`config.mk`:
```
export PLATFORM = sky130hd
export DESIGN_NAME = acquire_trig_flat
export DESIGN_NICKNAME = d
export VERILOG_FILES = /design/src/rtl/acquire_trig_if.sv /design/src/rtl/acquire_trig.sv /design/src/flat_wrapper.sv
export SDC_FILE = /design/constraint.sdc
export NUM_CORES = 1
export LEC_CHECK = 0
export CAP_MARGIN = 40
export CORE_ASPECT_RATIO = 2
export CORE_UTILIZATION = 48
export CTS_CLUSTER_SIZE = 8
export DETAILED_ROUTE_END_ITERATION = 10
export PLACE_DENSITY = 0.74
export REMOVE_ABC_BUFFERS = 1
export SETUP_SLACK_MARGIN = 0.4
export SLEW_MARGIN = 20
export SYNTH_ARGS = -nofsm -noshare
export SYNTH_HDL_FRONTEND = slang
export SYNTH_SLANG_ARGS = --single-unit
```
`constraint.sdc`:
```
create_clock -name clk -period 2 [get_ports clk]
set_input_delay 0.2 -clock clk [delete_from_list [all_inputs] [get_ports clk]]
set_output_delay 0.2 -clock clk [all_outputs]
set_load 0.01 [all_outputs]
```
`src/rtl/acquire_trig_if.sv`:
```
// Arbiter/ADC/RAM-facing signal bundle for acquire_trig.
// Optional macro ACQ_DECIM_EN adds the decim control input.
interface acquire_trig_if #(
  parameter int unsigned DATA_W = 8,
  parameter int unsigned ADDR_W = 10
);
  logic              grant_acq;
  logic              done_acq;
  logic [DATA_W-1:0] adc_data;
  logic [DATA_W-1:0] trig_level;
  logic              trig_rise;
  logic              force_trig;
`ifdef ACQ_DECIM_EN
  logic [7:0]        decim;
`endif
  logic [ADDR_W-1:0] wr_addr;
  logic [DATA_W-1:0] wr_data;
  logic              wr_en;
  logic [ADDR_W-1:0] trig_addr;
  logic              triggered;

  // Arbiter / front-end / RAM side
  modport master (
    output grant_acq, adc_data, trig_level, trig_rise, force_trig,
`ifdef ACQ_DECIM_EN
    output decim,
`endif
    input  done_acq, wr_addr, wr_data, wr_en, trig_addr, triggered
  );

  // Acquisition block side
  modport slave (
    input  grant_acq, adc_data, trig_level, trig_rise, force_trig,
`ifdef ACQ_DECIM_EN
    input  decim,
`endif
    output done_acq, wr_addr, wr_data, wr_en, trig_addr, triggered
  );
endinterface

```
`src/rtl/acquire_trig.sv`:
```
// Triggered ADC capture into a circular sample RAM with pre-trigger history.
// Optional macro ACQ_DECIM_EN: sample only every decim+1 cycles.
module acquire_trig #(
  parameter int unsigned DATA_W   = 8,
  parameter int unsigned ADDR_W   = 10,
  parameter int unsigned RAM_SIZE = 1024,
  parameter int unsigned PRE_TRIG = 256
) (
  input  logic          clk,
  input  logic          rst_n,
  acquire_trig_if.slave bus
);

  localparam int unsigned CNT_W  = ADDR_W + 1;
  localparam int unsigned POST_N = RAM_SIZE - PRE_TRIG - 1;
  localparam logic [ADDR_W-1:0] LAST_ADDR = ADDR_W'(RAM_SIZE - 1);
  localparam logic [CNT_W-1:0]  PRE_CNT   = CNT_W'(PRE_TRIG);
  localparam logic [CNT_W-1:0]  POST_CNT  = CNT_W'(POST_N);

  typedef enum logic [2:0] {
    S_IDLE  = 3'd0,
    S_PRE   = 3'd1,
    S_ARMED = 3'd2,
    S_POST  = 3'd3,
    S_DONE  = 3'd4
  } state_e;

  state_e state_q, state_d;

  logic              wr_en_q,     wr_en_d;
  logic [DATA_W-1:0] wr_data_q,   wr_data_d;
  logic [ADDR_W-1:0] wr_addr_q,   wr_addr_d;
  logic [ADDR_W-1:0] ptr_q,       ptr_d;
  logic [CNT_W-1:0]  cnt_q,       cnt_d;
  logic [DATA_W-1:0] prev_q,      prev_d;
  logic [ADDR_W-1:0] trig_addr_q, trig_addr_d;
  logic              triggered_q, triggered_d;
  logic              done_acq_q,  done_acq_d;
`ifdef ACQ_DECIM_EN
  logic [7:0]        div_q,       div_d;
  logic [7:0]        decim_q,     decim_d;
`endif

  logic              active_c;
  logic              tick_c;
  logic              sample_c;
  logic              rise_hit_c;
  logic              fall_hit_c;
  logic              trig_hit_c;
  logic [ADDR_W-1:0] ptr_inc_c;
  logic [CNT_W-1:0]  cnt_inc_c;

  // Sample strobe, trigger detection and address/count increments
`ifdef ACQ_DECIM_EN
  assign tick_c = (div_q == decim_q);
`else
  assign tick_c = 1'b1;
`endif
  assign active_c   = (state_q == S_PRE) || (state_q == S_ARMED) || (state_q == S_POST);
  assign sample_c   = active_c && bus.grant_acq && tick_c;
  assign rise_hit_c = bus.trig_rise && (prev_q < bus.trig_level) &&
                      (bus.adc_data >= bus.trig_level);
  assign fall_hit_c = !bus.trig_rise && (prev_q >= bus.trig_level) &&
                      (bus.adc_data < bus.trig_level);
  assign trig_hit_c = bus.force_trig || rise_hit_c || fall_hit_c;
  assign ptr_inc_c  = (ptr_q == LAST_ADDR) ? '0 : ptr_q + ADDR_W'(1);
  assign cnt_inc_c  = cnt_q + CNT_W'(1);

  // State register
  always_ff @(posedge clk) begin
    if (!rst_n) begin
      state_q <= S_IDLE;
    end else begin
      state_q <= state_d;
    end
  end

  // Next-state logic; losing the grant aborts any active phase
  always_comb begin
    state_d = state_q;
    unique case (state_q)
      S_IDLE: begin
        if (bus.grant_acq) state_d = (PRE_TRIG == 0) ? S_ARMED : S_PRE;
      end
      S_PRE: begin
        if (!bus.grant_acq)                         state_d = S_IDLE;
        else if (sample_c && (cnt_inc_c == PRE_CNT)) state_d = S_ARMED;
      end
      S_ARMED: begin
        if (!bus.grant_acq)           state_d = S_IDLE;
        else if (sample_c && trig_hit_c) state_d = (POST_N == 0) ? S_DONE : S_POST;
      end
      S_POST: begin
        if (!bus.grant_acq)                          state_d = S_IDLE;
        else if (sample_c && (cnt_inc_c == POST_CNT)) state_d = S_DONE;
      end
      S_DONE: begin
        if (!bus.grant_acq) state_d = S_IDLE;
      end
      default: state_d = S_IDLE;
    endcase
  end

  // Output/datapath next values; every sample becomes one write a cycle later
  always_comb begin
    wr_en_d     = 1'b0;
    wr_data_d   = wr_data_q;
    wr_addr_d   = wr_addr_q;
    ptr_d       = ptr_q;
    cnt_d       = cnt_q;
    prev_d      = prev_q;
    trig_addr_d = trig_addr_q;
    triggered_d = triggered_q;
    done_acq_d  = 1'b0;
`ifdef ACQ_DECIM_EN
    div_d       = div_q;
    decim_d     = decim_q;
`endif
    unique case (state_q)
      S_IDLE: begin
        triggered_d = 1'b0;
        if (bus.grant_acq) begin
          wr_addr_d = '0;
          ptr_d     = '0;
          cnt_d     = '0;
`ifdef ACQ_DECIM_EN
          div_d     = '0;
          decim_d   = bus.decim;
`endif
        end
      end
      S_PRE, S_ARMED, S_POST: begin
        if (!bus.grant_acq) begin
          triggered_d = 1'b0;
        end else begin
`ifdef ACQ_DECIM_EN
          div_d = tick_c ? '0 : div_q + 8'd1;
`endif
          if (sample_c) begin
            wr_en_d   = 1'b1;
            wr_data_d = bus.adc_data;
            wr_addr_d = ptr_q;
            ptr_d     = ptr_inc_c;
            prev_d    = bus.adc_data;
            cnt_d     = cnt_inc_c;
            // ARMED restarts the counter so POST counts from zero
            if (state_q == S_ARMED) begin
              cnt_d = '0;
              if (trig_hit_c) begin
                trig_addr_d = ptr_q;
                triggered_d = 1'b1;
              end
            end
          end
        end
      end
      S_DONE: begin
        if (bus.grant_acq) done_acq_d  = 1'b1;
        else               triggered_d = 1'b0;
      end
      default: ;
    endcase
  end

  // Datapath and output registers
  always_ff @(posedge clk) begin
    if (!rst_n) begin
      wr_en_q     <= 1'b0;
      wr_data_q   <= '0;
      wr_addr_q   <= '0;
      ptr_q       <= '0;
      cnt_q       <= '0;
      prev_q      <= '0;
      trig_addr_q <= '0;
      triggered_q <= 1'b0;
      done_acq_q  <= 1'b0;
`ifdef ACQ_DECIM_EN
      div_q       <= '0;
      decim_q     <= '0;
`endif
    end else begin
      wr_en_q     <= wr_en_d;
      wr_data_q   <= wr_data_d;
      wr_addr_q   <= wr_addr_d;
      ptr_q       <= ptr_d;
      cnt_q       <= cnt_d;
      prev_q      <= prev_d;
      trig_addr_q <= trig_addr_d;
      triggered_q <= triggered_d;
      done_acq_q  <= done_acq_d;
`ifdef ACQ_DECIM_EN
      div_q       <= div_d;
      decim_q     <= decim_d;
`endif
    end
  end

  assign bus.wr_en     = wr_en_q;
  assign bus.wr_data   = wr_data_q;
  assign bus.wr_addr   = wr_addr_q;
  assign bus.trig_addr = trig_addr_q;
  assign bus.triggered = triggered_q;
  assign bus.done_acq  = done_acq_q;

endmodule

```
`src/flat_wrapper.sv`:
```
// flat-port wrapper written by rule: the top's interface ports become plain ports
module acquire_trig_flat 
#(
  parameter int unsigned DATA_W   = 8,
  parameter int unsigned ADDR_W   = 10,
  parameter int unsigned RAM_SIZE = 1024,
  parameter int unsigned PRE_TRIG = 256
)
  (clk, rst_n, bus_grant_acq, bus_adc_data, bus_trig_level, bus_trig_rise, bus_force_trig, bus_done_acq, bus_wr_addr, bus_wr_data, bus_wr_en, bus_trig_addr, bus_triggered);
  acquire_trig_if #(.DATA_W(DATA_W), .ADDR_W(ADDR_W)) bus_i ();
  input  logic clk;
  input  logic rst_n;
  input wire logic [$bits(bus_i.grant_acq)-1:0] bus_grant_acq;
  input wire logic [$bits(bus_i.adc_data)-1:0] bus_adc_data;
  input wire logic [$bits(bus_i.trig_level)-1:0] bus_trig_level;
  input wire logic [$bits(bus_i.trig_rise)-1:0] bus_trig_rise;
  input wire logic [$bits(bus_i.force_trig)-1:0] bus_force_trig;
  output wire logic [$bits(bus_i.done_acq)-1:0] bus_done_acq;
  output wire logic [$bits(bus_i.wr_addr)-1:0] bus_wr_addr;
  output wire logic [$bits(bus_i.wr_data)-1:0] bus_wr_data;
  output wire logic [$bits(bus_i.wr_en)-1:0] bus_wr_en;
  output wire logic [$bits(bus_i.trig_addr)-1:0] bus_trig_addr;
  output wire logic [$bits(bus_i.triggered)-1:0] bus_triggered;
  assign bus_i.grant_acq = bus_grant_acq;
  assign bus_i.adc_data = bus_adc_data;
  assign bus_i.trig_level = bus_trig_level;
  assign bus_i.trig_rise = bus_trig_rise;
  assign bus_i.force_trig = bus_force_trig;
  assign bus_done_acq = bus_i.done_acq;
  assign bus_wr_addr = bus_i.wr_addr;
  assign bus_wr_data = bus_i.wr_data;
  assign bus_wr_en = bus_i.wr_en;
  assign bus_trig_addr = bus_i.trig_addr;
  assign bus_triggered = bus_i.triggered;
  acquire_trig #(.DATA_W(DATA_W), .ADDR_W(ADDR_W), .RAM_SIZE(RAM_SIZE), .PRE_TRIG(PRE_TRIG)) u_core (.clk(clk), .rst_n(rst_n), .bus(bus_i));
endmodule
```
# Yosys cells after proc, flatten, opt, wreduce, memory -nomap -nowiden
# Index checks and enable logic that the tools add are counted.
# word_totals
elab_cells	86
in_bits	21
out_inout_bits	31
ff_bits	55
# op_classes
add_sub_neg	2
n_eq_ne	17
reduce_logical	24
magnitude_cmp	4
mux	30
# ops
op	count
10-bit two-way mux	6
11-bit two-way mux	4
10-bit case mux with 2 select lines	2
3-bit two-way mux	8
11-bit case mux with 2 select lines	1
8-bit >= comparator	2
8-bit less-than comparator	2
3-bit case mux with 5 select lines	1
5-bit AND reduction	3
11-bit by 1-bit adder with 11-bit output, second input constant	1
11-bit by 10-bit equality test with 1-bit output, second input constant	1
11-bit by 9-bit equality test with 1-bit output, second input constant	1
10-bit by 1-bit adder with 10-bit output, second input constant	1
10-bit equality test, second input constant	1
3-bit by 2-bit != test with 1-bit output, second input constant	3
3-bit != test, second input constant	3
1-bit logical AND	8
1-bit two-way mux	7
3-bit by 2-bit equality test with 1-bit output, second input constant	2
2-bit != test, second input constant	3
3-bit AND reduction	2
1-bit logical OR	4
4-bit AND reduction	1
3-bit by 1-bit equality test with 1-bit output, second input constant	1
other kinds (9)	9

# Depth between registers and ports, before layout
# Gate-level depths: netlist of the first run.
# logic_depth
ltp_word	10
ltp_mapped	10

# Least setup slack after synthesis of the first run
# No wires, ideal clock.
# synth_path
path_type	reg2reg
from	reg u_core.cnt_q[0]
to	reg u_core.state_q[0]
required_time_ns	1.884
stages_incl_launch_ff	9
path_slack_ns	-0.207
arrival_ns	2.091
setup_time_ns	0.116
path_cell_list	dfxtp_1 -> nand3_2 -> or3_1 -> buf_6 -> nor4b_4 -> a211oi_2 -> o41ai_4 -> a21oi_1 -> a31o_1
# synth_via
elab_chain_len	5
elab_cells_between_ends	8
classes_between	1 x add/sub; 4 x eq/ne; 3 x reduce/logical
# synth_rtl
item	line_no	source
from (decl)	acquire_trig.sv:34	logic [CNT_W-1:0] cnt_q, cnt_d;
from (signal assigned)	acquire_trig.sv:186	cnt_q <= cnt_d;
11-bit by 1-bit adder with 11-bit output (*)	acquire_trig.sv:67	assign cnt_inc_c = cnt_q + CNT_W'(1);
11-bit by 9-bit equality test with 1-bit output / 11-bit by 10-bit equality test with 1-bit output (equally long branches)	acquire_trig.sv:87, acquire_trig.sv:95	
1-bit logical AND (on tied branches)	acquire_trig.sv:87, acquire_trig.sv:95	
3-bit != test (no line)	-	
5-bit AND reduction (no line) (*)	-	
to (signal assigned)	acquire_trig.sv:74	state_q <= state_d;
to (decl)	acquire_trig.sv:28	state_e state_q, state_d;
# Mark *: on every way between the ends. The rest lies on a longest branch, timed or not.
# A chain may end at the register's enable or synchronous reset.

# Worst setup path after layout of the first run
# layout_path
from	reg u_core.cnt_q[0]
to	reg u_core.state_q[1]
# Same word-level chain as after synthesis.

==> results of run 1 <==
report_power, final:
group	switching [W]	internal [W]
Clock	0.000410	0.000470
Combinational	0.000418	0.000388
Sequential	0.0000332	0.00113
Total	0.000862	0.00199
final cells by class:
cell class              count  area (µm²)  area share
multi-input cells         276        2230       0.469
well taps                  84         105      0.0221
flip-flops and latches     55        1120       0.237
clock inverters             2        17.5     0.00369
inverters                  13        48.8      0.0103
repair buffers            126        1100       0.231
clock buffers               6         129      0.0271
critical path: cells and delay by family, from the launching register on:
| family | cells | cell delay (ns) |
|---|---|---|
| AO/OA/AOI/OAI | 3 | 0.59 |
| buffers and inverters | 1 | 0.18 |
| flip-flops | 1 | 0.38 |
| AND/OR/NAND/NOR | 4 | 0.84 |
metal layers:
layer  wire [µm]  GRT usage  up-vias  share of wire
met5           0          0        -              0
met4         344      0.151        0          0.037
met3         332     0.0439       27          0.036
met2        5150      0.517      100           0.56
met1        3360      0.253     1507           0.37
li1            -          -     1520              -
placed cells by master, fill, tap and decap left out, types with 5 or more instances in the layout:
cell type        instances
clkbuf_16                5
a22o_1                  10
nand3_1                  7
a31oi_1                  5
inv_2                    6
nor2b_1                 27
mux2i_1                 10
clkdlybuf4s50_1         35
o21ai_1                  5
nand2_1                 42
a21boi_0                 9
inv_1                    7
buf_4                   63
nor2_1                  16
and3_4                   6
nor3_1                   6
a21oi_1                 20
ha_1                     9
dlygate4sd2_1           16
dfxtp_2                 12
dfxtp_1                 41
o21ai_0                 10
buf_6                   12
ha_4                    11
logic make-up after synthesis:
family,share of synthesized area
muxes,0.0326
xor gates and xnor gates,0.0143
and+or+nand+nor,0.262
adders and majority gates,0.0814
buffers and inverters,0.0485
AOI/OAI and AO/OA,0.203
DFF,0.358
sequential cells by signal, indices dropped and copies added, names as in the netlist:
register              cells
u_core.bus.trig_addr     10
u_core.ptr_q             10
u_core.bus.triggered      1
u_core.cnt_q             11
u_core.state_q            3
u_core.bus.wr_data        8
u_core.bus.wr_en          1
u_core.bus.wr_addr       10
u_core.bus.done_acq       1
cells in the mapped netlist (all sizes together):
cell type,count,share of area
a22o,10,0.029
nor3,9,0.015
and3,7,0.014
or3,4,0.0081
dfxtp,55,0.36
mux2i,10,0.033
or2,1,0.0020
o211ai,4,0.0098
nor4b,1,0.0077
a21boi,12,0.029
o211a,1,0.0033
nor2,18,0.022
a21oi,24,0.039
o221a,1,0.0037
nand3b,1,0.0024
a31oi,6,0.012
o41ai,1,0.0090
a22oi,4,0.0098
xnor2,2,0.0057
a41oi,1,0.0029
clkbuf,17,0.021
and2,6,0.012
a211oi,3,0.0090
o221ai,1,0.0029
nor4,3,0.0061
a21o,3,0.0073
and3b,1,0.0029
buf,6,0.012
inv,13,0.016
nand2,44,0.054
a211o,1,0.0029
o32ai,1,0.0029
nand2b,2,0.0041
a31o,1,0.0029
o21ai,17,0.028
nand4,5,0.015
nand4b,1,0.0029
ha,20,0.081
xor2,3,0.0086
nor2b,31,0.063
nor3b,4,0.0098
nand3,12,0.021
worst paths after layout:
path	start	to	slack, ns	depth (start not counted)
max	u_core.cnt_q[0]	u_core.state_q[1]	-0.06	8
min	bus_adc_data[3]	u_core.bus.wr_data[3]	0.34	3
max reg2reg	u_core.cnt_q[0]	u_core.state_q[1]	-0.06	8
min reg2reg	u_core.bus.wr_addr[4]	u_core.bus.wr_addr[4]	0.48	1
stage by stage:
| step | area (µm²) | power, W |
|---|---|---|
| detailed placement | 4050 | 0.00185 |
| floorplan | 2970 | 0.00152 |
| finish | 4750 | 0.00285 |
| global placement | 4050 | 0.00183 |
| global route | 4750 | 0.00298 |
| CTS | 4500 | 0.00277 |
repair_timing:
item	4_1_cts	5_1_grt
gates resized for setup	86	40
gates cloned	1	0
hold buffers	0	0
hold endpoints to repair	0	0
pin swaps	32	18
setup buffers	3	10
endpoints found under the setup margin	29	38
==> flow_summary_export.csv, run 1 <==
group,metric,value,unit
outcome,status,"finished with violations",
outcome,violations,"negative setup slack",
pwr,max-vdd-ir-drop,0.757,mV
finish,drive_above_1_share,0.345,
finish,n_fill_cell,423,
floorplan,coreArea,0.00611,mm²
worst_setup_path,cp_slowest_cell,"or3_4",
clocking,cts_root_buffer,"clkbuf_16",
route,drtAntennaViolNets,0,
route,drt_iter0_markers,129,
placed_design,placed_cells,540,
sta,final-setup-viol-count,13,
finish,nets,518,
synth,syn_avg_cell_area,8.37,µm²
finish,instances_no_fill,562,
pwr,p_per_area,601,mW/mm²
global_routing,grt_pass1_wl,13.6,mm
sta,maxSlewHeadroom,0.740,
placed_design,globalplace.congestion,0.869,
global_routing,grt_overflow,0,
floorplan,die_w,58.6,µm
synth,ys_types,50,
min_path,hold_class,"in -> reg",
synth,netlist_area,0.00307,mm²
sta,drv_slew,0,
sta,rsz0062_at_grt,"yes",
sta,setup_ws,-0.0615,ns
placed_design,port_buffers,51,
sta,fin_skew,0.00690,ns
route,vias,3154,
worst_setup_path,path_class,"reg -> reg",
clocking,cts.reportedPaths.clkPinSlew,0.07,ns
synth,synth-seq-area-share,0.358,
placed_design,place_ws,-0.552,ns
finish,utilization,0.778,
route,first_pass_iters,4,
route,via_per_inst,5.61,
route,drc_errors,0,
finish,antenna_cells,0,
flow_run,maxCapViolCount,0,
floorplan,die_y,115,µm
worst_setup_path,end_kind,"flop",
floorplan,start_util,0.503,
sta,holdWs,0.339,ns
sta,finalCritPeriodShare,1.03,
sta,worst_pin_slew,0.390,ns
clocking,cts.sinks,55,
global_routing,grt_max_degree,20,
clocking,cts_tree,"built",
worst_setup_path,slowest_delay,0.41,ns
placed_design,dp_hpwl,5.87,mm
sta,hold_viol_final,0,
sta,fmax,0.485,GHz
clocking,cts_max_path_buffers,2,
floorplan,die-area,0.00675,mm²
global_routing,grt_usage,0.267,
route,wirelength,9.20,mm
clocking,clk_latency,0.31,ns
pwr,p_leak,1.84,nW
worst_setup_path,worstPathArrival,2.30,ns
global_routing,grt_pass1_vias,3071,
worst_setup_path,critPathMaxFanout,4,
sta,finalCriticalPeriod,2.06,ns
synth,yosys_warnings,0,
clocking,cts-htree-levels,2,
clocking,cts_buffers,5,
global_routing,antenna_found_initial,0,
synth,syn-instance-count,367,
worst_setup_path,cp-start-kind,"flop",
sta,timing.setup.tns,-0.347,ns
floorplan,pin_count,52,
route,wl_per_cell,16.4,µm
floorplan,row_count,40,
finish,areaGrowthSynthToFinish,54.5,%
worst_setup_path,critical_path_required,2.24,ns
worst_setup_path,crit_path_cell_trace,"nand3_4 -> or3_4 -> nor4b_4 -> a211oi_2 -> o41ai_4 -> buf_4 -> nand3_1 -> a21boi_1",
synth,synth_seq_cells,55,
Note: power is estimated with default switching activity, not from simulation.
==> inputs of run 2 (changes only) <==
--- a/config.mk
+++ b/config.mk
@@ -7,10 +7,11 @@
 export LEC_CHECK = 0
 export CAP_MARGIN = 40
 export CORE_ASPECT_RATIO = 2
-export CORE_UTILIZATION = 48
+export CORE_UTILIZATION = 57
 export CTS_CLUSTER_SIZE = 8
 export DETAILED_ROUTE_END_ITERATION = 10
-export PLACE_DENSITY = 0.74
+export DONT_BUFFER_PORTS = 1
+export PLACE_DENSITY = 0.73
 export REMOVE_ABC_BUFFERS = 1
 export SETUP_SLACK_MARGIN = 0.4
 export SLEW_MARGIN = 20
==> run 2 against run 1 <==
  * The flow still finishes with violations (negative setup slack)
  * Final cell count down 16%
  * Wire length down 9.9%
  * Worst hold slack worse by 0.33 ns
  * Clock skew down 0.0018 ns
  * First-iteration DRC count down 14%
  * Cell area down 17%
  * Critical endpoint is now u_core.state_q[0]
  * Die area down 15%
==> flow_summary_export.csv, run 2 (synthesis gave the netlist of run 1 again) <==
group,metric,value,unit
finish,mostFrequentLayoutCells,"buf_4 (48), dfxtp_1 (45), nand2_1 (42)",
placed_design,dp_hpwl,5.40,mm
flow_run,maxCapViolCount,0,
finish,areaGrowthSynthToFinish,27.8,%
finish,largest-register,"u_core.cnt_q",
pwr,p_leak,1.53,nW
sta,fmax,0.464,GHz
floorplan,pin_count,52,
placed_design,port_buffers,0,
route,drc_errors,0,
pwr,max-vdd-ir-drop,0.761,mV
finish,utilization,0.757,
global_routing,grt_pass1_vias,2861,
route,first_pass_iters,4,
worst_setup_path,critical_path_required,2.22,ns
clocking,clk_latency,0.32,ns
route,vias,2844,
clocking,cts-htree-levels,2,
outcome,violations,"negative setup slack",
clocking,cts_buffers,5,
placed_design,globalplace.congestion,0.936,
pwr,p_per_area,617,mW/mm²
finish,nets,456,
route,wl_per_cell,17.5,µm
sta,setup_ws,-0.154,ns
route,via_per_inst,6.00,
min_path,hold_class,"in -> reg",
pwr,total_power,0.00242,W
route,wirelength,8.29,mm
route,drtAntennaViolNets,0,
clocking,cts_root_buffer,"clkbuf_8",
route,drt_iter0_markers,111,
finish,drive_above_1_share,0.300,
floorplan,die_y,106,µm
worst_setup_path,end_kind,"flop",
sta,hold_viol_final,0,
floorplan,start_util,0.593,
sta,maxSlewHeadroom,0.715,
global_routing,grt_pass1_wl,12.9,mm
sta,finalCriticalPeriod,2.15,ns
sta,final-setup-viol-count,14,
sta,fin_skew,0.00506,ns
outcome,status,"finished with violations",
floorplan,row_count,37,
global_routing,antenna_found_initial,0,
global_routing,grt_usage,0.309,
worst_setup_path,path_class,"reg -> reg",
worst_setup_path,critPathMaxFanout,3,
sta,drv_slew,0,
finish,final_common_cell,"buf_4",
floorplan,die_w,53.9,µm
clocking,cts.sinks,55,
global_routing,grt_max_degree,47,
global_routing,grt_overflow,0,
floorplan,die-area,0.00571,mm²
finish,largest_reg_flops,11,
sta,timing.setup.tns,-0.814,ns
finish,n_fill_cell,381,
sta,rsz0062_at_grt,"yes",
clocking,cts_max_path_buffers,2,
sta,finalCritPeriodShare,1.08,
sta,worst_pin_slew,0.427,ns
worst_setup_path,cp-start-kind,"flop",
finish,antenna_cells,0,
clocking,cts.reportedPaths.clkPinSlew,0.10,ns
worst_setup_path,worstPathArrival,2.37,ns
clocking,cts_tree,"built",
floorplan,coreArea,0.00518,mm²
run 2: changes by cell type in the layout (fill, tap and decap cells not counted), sizes merged:
cell / before / now
clkinvlp: 0 / 1
dlygate4sd3: 0 / 3
buf: 75 / 61
dlygate4sd2: 16 / 0
clkdlybuf4s50: 35 / 0
clkinv: 2 / 1
run 2: cell type report:
class                           instances  area (µm²)  area share
Clock inverter                          2        12.5     0.00319
Clock buffer                            6        72.6      0.0185
Multi-Input combinational cell        276        2070       0.526
Tap cell                               58        72.6      0.0185
Sequential cell                        55        1120       0.284
Timing Repair Buffer                   64         537       0.137
Inverter                               13        48.8      0.0124
run 2: routing by layer:
layer | track usage | wire, µm | up-vias
met5 | 0 | 0 | -
met4 | 0.165 | 316 | 0
li1 | - | - | 1392
met1 | 0.308 | 2970 | 1353
met3 | 0.0462 | 324 | 23
met2 | 0.563 | 4680 | 76
run 2: path summary, 6_finish.rpt:
check	from	to	slack, ns	depth (start not counted)
setup / recovery	u_core.cnt_q[0]	u_core.state_q[0]	-0.15	8
hold / removal	rst_n	u_core.ptr_q[0]	0.01	1
setup reg to reg	u_core.cnt_q[0]	u_core.state_q[0]	-0.15	8
hold reg to reg	u_core.bus.wr_addr[6]	u_core.bus.wr_addr[6]	0.55	1
run 2: timing repair:
action / CTS / global route
buffers inserted: 8 / 4
gates cloned: 1 / 0
gates resized for setup: 46 / 32
pin swaps: 22 / 14
hold buffers: 3 / 0
endpoints found under the hold margin: 3 / 0
endpoints found under the setup margin: 37 / 29
run 2: report_power, final:
part / switching (W) / leakage, nW / internal [W] / total [W]
sequential: 0.0000386 / 0.449 / 0.00113 / 0.00117
combinational: 0.000359 / 1.04 / 0.000277 / 0.000636
clock: 0.000367 / 0.0412 / 0.000246 / 0.000613
run 2: metrics by stage:
| stage | area [µm²] | setup WS (ns) | instances | hold slack, ns |
|---|---|---|---|---|
| after floorplan | 2970 | -0.824 | 344 | 0.316 |
| after global placement | 3410 | -0.0358 | 450 | 0.320 |
| after detailed placement | 3410 | -0.104 | 450 | 0.322 |
| after CTS | 3750 | -0.0556 | 470 | 0.00000838 |
| after global routing | 3930 | -0.179 | 474 | 0.00202 |
| final | 3930 | -0.154 | 474 | 0.0117 |
run 2: worst max-delay path, stage by stage, from the launching register on:
cell and delay, ns:
dfxtp_2 0.37, ha_4 0.17, nand2_4 0.06, or3_4 0.34, xor2_1 0.16, nand3b_1 0.21
o41ai_4 0.41, a21oi_1 0.13, a31o_1 0.21
